===== src/rtl/fifo_core.sv =====
// Single-clock byte FIFO with registered read data, occupancy count,
// almost-full/almost-empty thresholds and sticky overflow/underflow flags.
module fifo_core #(
  parameter int unsigned DATA_WIDTH          = 8,
  parameter int unsigned ADDR_WIDTH          = 3,
  parameter int unsigned ALMOST_FULL_THRESH  = 6,
  parameter int unsigned ALMOST_EMPTY_THRESH = 2
) (
  input  logic                  clk,
  input  logic                  rst_n,
  input  logic                  w_en,
  input  logic                  r_en,
  input  logic [DATA_WIDTH-1:0] data_in,
  output logic [DATA_WIDTH-1:0] data_out,
  output logic                  full,
  output logic                  empty,
  output logic [ADDR_WIDTH:0]   count,
  output logic                  almost_full,
  output logic                  almost_empty,
  output logic                  overflow,
  output logic                  underflow
);

  localparam int unsigned         DEPTH   = 1 << ADDR_WIDTH;
  localparam logic [ADDR_WIDTH:0] DEPTH_C = (ADDR_WIDTH+1)'(DEPTH);
  localparam logic [ADDR_WIDTH:0] AF_C    = (ADDR_WIDTH+1)'(ALMOST_FULL_THRESH);
  localparam logic [ADDR_WIDTH:0] AE_C    = (ADDR_WIDTH+1)'(ALMOST_EMPTY_THRESH);

  // The extra MSB on each pointer distinguishes full from empty when the
  // address bits are equal; the difference is the occupancy directly.
  logic [ADDR_WIDTH:0]   wptr;
  logic [ADDR_WIDTH:0]   rptr;
  logic [DATA_WIDTH-1:0] mem [DEPTH];
  logic                  wr_ok;
  logic                  rd_ok;

  assign count        = wptr - rptr;
  assign full         = (count == DEPTH_C);
  assign empty        = (count == '0);
  assign almost_full  = (count >= AF_C);
  assign almost_empty = (count <= AE_C);

  // Acceptance uses the flags as they stand before the edge, so a write at
  // full is refused even when a read frees a slot in the same cycle.
  assign wr_ok = w_en & ~full;
  assign rd_ok = r_en & ~empty;

  // NOTE: the storage array has no reset; its contents are only meaningful
  // between the pointers, and leaving it out of reset lets it map to RAM.
  always_ff @(posedge clk) begin
    if (wr_ok) mem[wptr[ADDR_WIDTH-1:0]] <= data_in;
  end

  // NOTE: all state here uses non-blocking assignments so every register
  // samples the pre-edge values of the pointers and flags.
  always_ff @(posedge clk or negedge rst_n) begin
    if (!rst_n) begin
      wptr      <= '0;
      rptr      <= '0;
      data_out  <= '0;
      overflow  <= 1'b0;
      underflow <= 1'b0;
    end else begin
      if (wr_ok) wptr <= wptr + 1'b1;
      if (rd_ok) begin
        data_out <= mem[rptr[ADDR_WIDTH-1:0]];
        rptr     <= rptr + 1'b1;
      end
      if (w_en && full)  overflow  <= 1'b1;
      if (r_en && empty) underflow <= 1'b1;
    end
  end

endmodule


===== config.mk =====
export PLATFORM = sky130hd
export DESIGN_NAME = fifo_core
export DESIGN_NICKNAME = d
export VERILOG_FILES = /design/src/rtl/fifo_core.sv
export SDC_FILE = /design/constraint.sdc
export NUM_CORES = 1
export LEC_CHECK = 0
export ABC_AREA = 1
export CORE_MARGIN = 4
export CORE_UTILIZATION = 39
export CTS_CLUSTER_DIAMETER = 50
export CTS_CLUSTER_SIZE = 12
export DETAILED_ROUTE_END_ITERATION = 8
export PLACE_DENSITY_LB_ADDON = 0.2
export SYNTH_ARGS = -nofsm -noshare
export SYNTH_HDL_FRONTEND = slang
export SYNTH_SLANG_ARGS = --single-unit
export TNS_END_PERCENT = 20

===== constraint.sdc =====
create_clock -name clk -period 2.8 [get_ports clk]
set_input_delay 0.84 -clock clk [delete_from_list [all_inputs] [get_ports clk]]
set_output_delay 0.84 -clock clk [all_outputs]
set_load 0.01 [all_outputs]

==> run_results.csv, run 1 <==
group,metric,value,unit
placement,hpwlAfterDp,5470,um
drt,viasPerCell,4.52,
drt,routed_wl,8390,um
critical_path,cp_data_arrival_time,2.02,ns
floorplan,die_h,108,um
run_status,status,"finished with violations",
synth,synth.largest_area_cell,"edfxtp_1",
floorplan,rows,36,
timing,clock_skew,0.00796,ns
synth,synth_common_cells,"158 x nand2_1, 79 x inv_1, 64 x edfxtp_1",
cells_and_area,fin_area,4720,um^2
synth,yosysWarnings,0,
critical_path,critical_path.max_fanout,2,
cells_and_area,fill_cells,946,
floorplan,design.core.area,9770,um^2
timing,finalCritPeriodShare,102,%
run_status,failed_checks,"negative setup slack",
drt,vias,2769,
cells_and_area,final_util,48.3,%
synth,synth_edf_count,64,
timing,clock.fmax,349,MHz
placement,dp_slack,-0.117,ns
cells_and_area,diodes,0,
synth,synth_fa_ha_area_share,2.10,%
synth,seq_area_frac_synth,60.4,%
synth,synth_compound_area_share,0.191,%
timing,setup_viol,1,
global_routing,antenna_found_initial,0,
placement,dpl.cell_count,596,
clock_tree,cts_root_buf,"clkbuf_8",
cells_and_area,final_nets,493,
clock_tree,h-tree-depth,3,
clock_tree,numCtsBuffers,9,
power,powerDensity,1130,nW/um^2
drt,wl_per_cell,13.7,um
floorplan,fp.dieW,108,um
synth,synth_xor_xnor_area_share,0.669,%
floorplan,start_util,40.2,%
floorplan,ios,30,
global_routing,grt_pass1_wl,13700,um
cells_and_area,drive_gt1_share,14.8,%
clock_tree,cts.clk_slew.worst_paths,0.08,ns
synth,avgSynthCellArea,9.31,um^2
global_routing,grt_max_degree,37,
global_routing,grt_usage,15.7,%
synth,syn_inst,422,
synth,synthDistinctLibCells,24,
timing,fin_crit,2.86,ns
placement,port_buffers,29,
timing,rsz0062_at_grt,"true",
synth,ys_top_cells_by_area,"edfxtp_1 49%, nand2_1 15%, dfrtp_1 11%",
power,vdd_drop_max,0.523,mV
critical_path,timing.critical_path.slowest_cell_delay,0.54,ns
drt,drc,0,
floorplan,dieArea,11700,um^2
synth,yosys.cell_count.top_type,"nand2_1",
timing,whs,0.465,ns
timing,tightestPinTransition,0.592,ns
timing,max_slew_margin,60.5,%
critical_path,end_kind,"output pin",
critical_path,critPathBufInv,3,
synth,synth_top_cell_area_share,48.9,%
cells_and_area,syn2layout_area_growth,20.1,%
drt,drt_first_pass_iters,4,
placement,placed_area,4480,um^2
synth,syn_area,3930,um^2
critical_path,cp-start-kind,"flop",
clock_tree,clock_sinks,82,
critical_path,crit_chain,"ha_4 > fa_2 > nand2_2 > nor2_4 > buf_6 > nand3_4 > inv_2 > buf_6",
power,power_leakage,0.00224,uW
drt,postRouteAntennaNets,0,
clock_tree,cts_buffer_depth,2,
worst_hold_path,holdCritPathClass,"reg2reg",
timing,slew_violations,0,
flow_run,drv_cap,0,
clock_tree,cts_hold_buf,0,
synth,synthFlopType,"edfxtp_1",
global_routing,grt_pass1_vias,2704,
placement,gp_congestion,0.762,
critical_path,crit_top_cell,"buf_6",
synth,synth-simple-area-share,26.1,%
timing,fin_ws,-0.0639,ns
cells_and_area,fin_cells,613,
synth,async_flop_share,22.0,%
timing,hold_violations,0,
critical_path,crit_type,"reg2out",
synth,synth_top_family_by_area,"simple AND/OR/NAND/NOR gates",
synth,syn_nets,440,
global_routing,grt_overflow,0,
clock_tree,insertion_delay,0.36,ns
critical_path,path_delay_family,"adder cells",
drt,drt-initial-drc-count,146,
clock_tree,cts_tree,"built",
critical_path,critPathSlowestCell,"fa_2",
synth,ys_seq_elements,82,
synth,synthMuxAreaShare,0,%
critical_path,worstPathRequired,1.96,ns
area by class of cell:
class | count | area [um^2] | area share, %
clock buffer | 9 | 124 | 2.63
timing repair buffer | 57 | 495 | 10.5
inverter | 82 | 308 | 6.53
clock inverter | 7 | 76.3 | 1.62
multi-input combinational | 243 | 1170 | 24.9
sequential | 82 | 2370 | 50.3
tap | 133 | 166 | 3.53
flip-flops by register name, indices dropped and copies added (netlist names):
signal,cells
mem,64
data_out,8
underflow,1
rptr,4
wptr,4
overflow,1
worst min-delay path: stages (launching register included):
cell and delay (ns):
dfrtp_1 0.34, inv_1 0.04, nand2_1 0.05
metrics by stage:
stage                     TNS [ns]  power, uW
final                      -0.0639       5330
after global routing        -0.246       5800
after CTS                  -0.0802       5320
after detailed placement    -0.256       4490
after global placement      -0.184       4450
after floorplan                  0       3430
timing repair:
action / in CTS / in global routing
gates resized for setup: 26 / 8
setup buffers: 1 / 0
endpoints found under the setup margin: 7 / 7
pin swaps: 3 / 1
layout by cell type (no fill, tap or decap), types with 2 or more instances in the layout:
| master | netlist | final |
|---|---|---|
| nand3_1 | 52 | 52 |
| inv_1 | 79 | 76 |
| clkinv_4 | 0 | 2 |
| nor2_1 | 9 | 9 |
| buf_2 | 3 | 2 |
| clkinv_1 | 1 | 2 |
| dfrtp_1 | 18 | 18 |
| buf_4 | 8 | 27 |
| clkbuf_8 | 0 | 9 |
| edfxtp_1 | 64 | 64 |
| xor2_1 | 3 | 3 |
| inv_6 | 0 | 2 |
| inv_2 | 2 | 5 |
| nand2_2 | 5 | 8 |
| clkdlybuf4s50_1 | 0 | 22 |
| buf_6 | 2 | 3 |
| nand3_2 | 2 | 2 |
| nand3_4 | 2 | 2 |
| nand2_1 | 158 | 155 |
| ha_1 | 5 | 3 |
| clkdlybuf4s15_1 | 0 | 2 |
| nand2_4 | 2 | 2 |
| ha_4 | 0 | 2 |
layer usage:
| metal | global-route usage (%) | routed length (um) |
|---|---|---|
| met5 | 0 | 0 |
| met4 | 7.66 | 235 |
| met3 | 2.87 | 349 |
| met2 | 24.6 | 3870 |
| met1 | 21.2 | 3930 |
power by group:
part | internal [uW] | switching, uW
logic | 1120 | 1650
registers | 1590 | 106
clock network | 418 | 447
kinds of logic after synthesis:
family	after synthesis
and+or+nand+nor	233
buffers and inverters	97
AOI/OAI and AO/OA	1
adders and majority gates	6
xor gates and xnor gates	3
DFF	82
worst paths after layout:
kind,end,depth (start not counted),slack (ns),start
worst max-delay path,full,8,-0.06,rptr[0]$_DFFE_PN0P_
max in group asynchronous,rptr[0]$_DFFE_PN0P_,2,1.78,rst_n
min in group asynchronous,data_out[0]$_DFFE_PN0P_,2,0.81,rst_n
worst min-delay path,underflow$_DFFE_PN0P_,2,0.46,underflow$_DFFE_PN0P_
worst min register to register,underflow$_DFFE_PN0P_,2,0.46,underflow$_DFFE_PN0P_
worst max register to register,mem[3][5]$_DFFE_PP_,10,0.50,rptr[0]$_DFFE_PN0P_
Power figures use the tool's default switching activity.
==> inputs of run 2 (changes only) <==
--- a/config.mk
+++ b/config.mk
@@ -11,7 +11,7 @@
 export CTS_CLUSTER_DIAMETER = 50
 export CTS_CLUSTER_SIZE = 12
 export DETAILED_ROUTE_END_ITERATION = 8
-export PLACE_DENSITY_LB_ADDON = 0.2
+export PLACE_DENSITY = 0.55
 export SYNTH_ARGS = -nofsm -noshare
 export SYNTH_HDL_FRONTEND = slang
 export SYNTH_SLANG_ARGS = --single-unit
==> run_results.csv, run 2 (synthesis gave the netlist of run 1 again) <==
group,metric,value,unit
placement,port_buffers,29,
timing,whs,0.466,ns
cells_and_area,fill_cells,954,
floorplan,die_h,108,um
timing,clock_skew,0.00926,ns
timing,rsz0062_at_grt,"true",
cells_and_area,fin_area,4710,um^2
floorplan,rows,36,
cells_and_area,drive_gt1_share,14.9,%
worst_hold_path,holdCritPathClass,"reg2reg",
cells_and_area,final_nets,497,
run_status,failed_checks,"negative setup slack",
critical_path,timing.critical_path.slowest_cell_delay,0.58,ns
clock_tree,cts_tree,"built",
critical_path,worstPathRequired,1.96,ns
drt,vias,2773,
cells_and_area,largest_register_ffs,64,
drt,routed_wl,8510,um
drt,drc,0,
placement,placed_area,4500,um^2
cells_and_area,syn2layout_area_growth,19.9,%
timing,tightestPinTransition,0.590,ns
critical_path,path_delay_family,"adder cells",
flow_run,drv_cap,0,
critical_path,cp-start-kind,"flop",
drt,drt-initial-drc-count,145,
floorplan,start_util,40.2,%
timing,setup_viol,4,
floorplan,fp.dieW,108,um
global_routing,antenna_found_initial,0,
clock_tree,numCtsBuffers,9,
placement,hpwlAfterDp,5560,um
timing,clock.fmax,346,MHz
critical_path,critical_path.max_fanout,2,
floorplan,dieArea,11700,um^2
critical_path,crit_type,"reg2out",
clock_tree,clock_sinks,82,
cells_and_area,ff_latch_area,2370,um^2
timing,finalCritPeriodShare,103,%
global_routing,grt_pass1_vias,2657,
clock_tree,cts_buffer_depth,2,
timing,fin_crit,2.89,ns
timing,fin_ws,-0.0903,ns
floorplan,ios,30,
critical_path,end_kind,"output pin",
drt,viasPerCell,4.49,
global_routing,grt_usage,15.9,%
cells_and_area,final_common_cell,"nand2_1",
power,vdd_drop_max,0.616,mV
critical_path,critPathBufInv,4,
clock_tree,insertion_delay,0.35,ns
clock_tree,cts_root_buf,"clkbuf_8",
cells_and_area,mostFrequentLayoutCells,"157 x nand2_1, 76 x inv_1, 64 x edfxtp_1",
power,total_power,5300,uW
cells_and_area,final_util,48.2,%
global_routing,grt_overflow,0,
cells_and_area,diodes,0,
placement,gp_congestion,0.789,
clock_tree,cts.clk_slew.worst_paths,0.08,ns
global_routing,grt_pass1_wl,13900,um
global_routing,grt_max_degree,37,
drt,postRouteAntennaNets,0,
drt,drt_first_pass_iters,4,
clock_tree,h-tree-depth,3,
critical_path,critPathSlowestCell,"fa_2",
power,power_leakage,0.00225,uW
critical_path,crit_top_cell,"inv_2",
cells_and_area,multi_input_area,1160,um^2
critical_path,cp_data_arrival_time,2.05,ns
floorplan,design.core.area,9770,um^2
critical_path,crit_chain,"inv_2 > ha_4 > fa_2 > nand2_2 > nor2_4 > buf_4 > nand3_4 > inv_2 > buf_6",
drt,wl_per_cell,13.8,um
run_status,status,"finished with violations",
timing,hold_violations,0,
timing,slew_violations,0,
timing,max_slew_margin,60.6,%
power,powerDensity,1130,nW/um^2
run 2: worst min-delay path: cells and delay by family (launching register included):
kind / cells / cell delay (ns)
flops: 1 / 0.35
simple gates: 1 / 0.05
buf+inv: 1 / 0.04
run 2: metal layers:
layer  routed length (um)  part of all wire [%]  track usage (%)  vias up
li1                     -                     -                -     1421
met1                 3750                    44             21.2     1296
met2                 4200                    49             25.7       49
met3                  444                   5.2             3.52        7
met4                  117                   1.4             5.50        0
met5                    0                     0                0        -
run 2: where the power goes:
part / switching, uW / internal [uW] / total [uW]
sequential: 103 / 1590 / 1690
clock: 406 / 410 / 817
combinational: 1660 / 1140 / 2790
run 2: path summary, 6_finish.rpt:
path	endpoint	depth (start not counted)	slack [ns]	from
max in group asynchronous	rptr[2]$_DFFE_PN0P_	2	1.78	rst_n
worst max register to register	mem[1][6]$_DFFE_PP_	13	0.46	wptr[0]$_DFFE_PN0P_
min in group asynchronous	underflow$_DFFE_PN0P_	2	0.82	rst_n
worst max-delay path	full	9	-0.09	wptr[0]$_DFFE_PN0P_
worst min-delay path	overflow$_DFFE_PN0P_	2	0.47	overflow$_DFFE_PN0P_
worst min register to register	overflow$_DFFE_PN0P_	2	0.47	overflow$_DFFE_PN0P_
run 2: through the flow:
step,worst slack (ns),instances,setup TNS [ns]
after floorplan,0.207,422,0
after global placement,-0.0993,597,-0.193
after detailed placement,-0.122,597,-0.283
after CTS,-0.210,614,-0.216
after global routing,-0.192,617,-0.634
final,-0.0903,617,-0.188
run 2: timing repair:
| action | in CTS | in global routing |
|---|---|---|
| hold buffers | 0 | 0 |
| buffers inserted | 1 | 3 |
| endpoints found under the hold margin | 0 | 0 |
| resized for setup | 23 | 11 |
| setup endpoints to repair | 7 | 7 |
| pin swaps | 1 | 2 |
run 2: cell type report:
type | instances | area share (%)
clock buffer | 11 | 2.79
clock inverter | 5 | 1.14
inverter | 82 | 6.54
multi-input combinational | 243 | 24.6
sequential | 82 | 50.4
tap | 133 | 3.53
timing repair buffer | 61 | 11.1
==> inputs of run 3 (changes only) <==
--- a/config.mk
+++ b/config.mk
@@ -12,6 +12,7 @@
 export CTS_CLUSTER_SIZE = 12
 export DETAILED_ROUTE_END_ITERATION = 8
 export PLACE_DENSITY = 0.55
+export SLEW_MARGIN = 20
 export SYNTH_ARGS = -nofsm -noshare
 export SYNTH_HDL_FRONTEND = slang
 export SYNTH_SLANG_ARGS = --single-unit
==> results of run 3 <==
Final layout, timing and power as in run 2 (identical DEF).
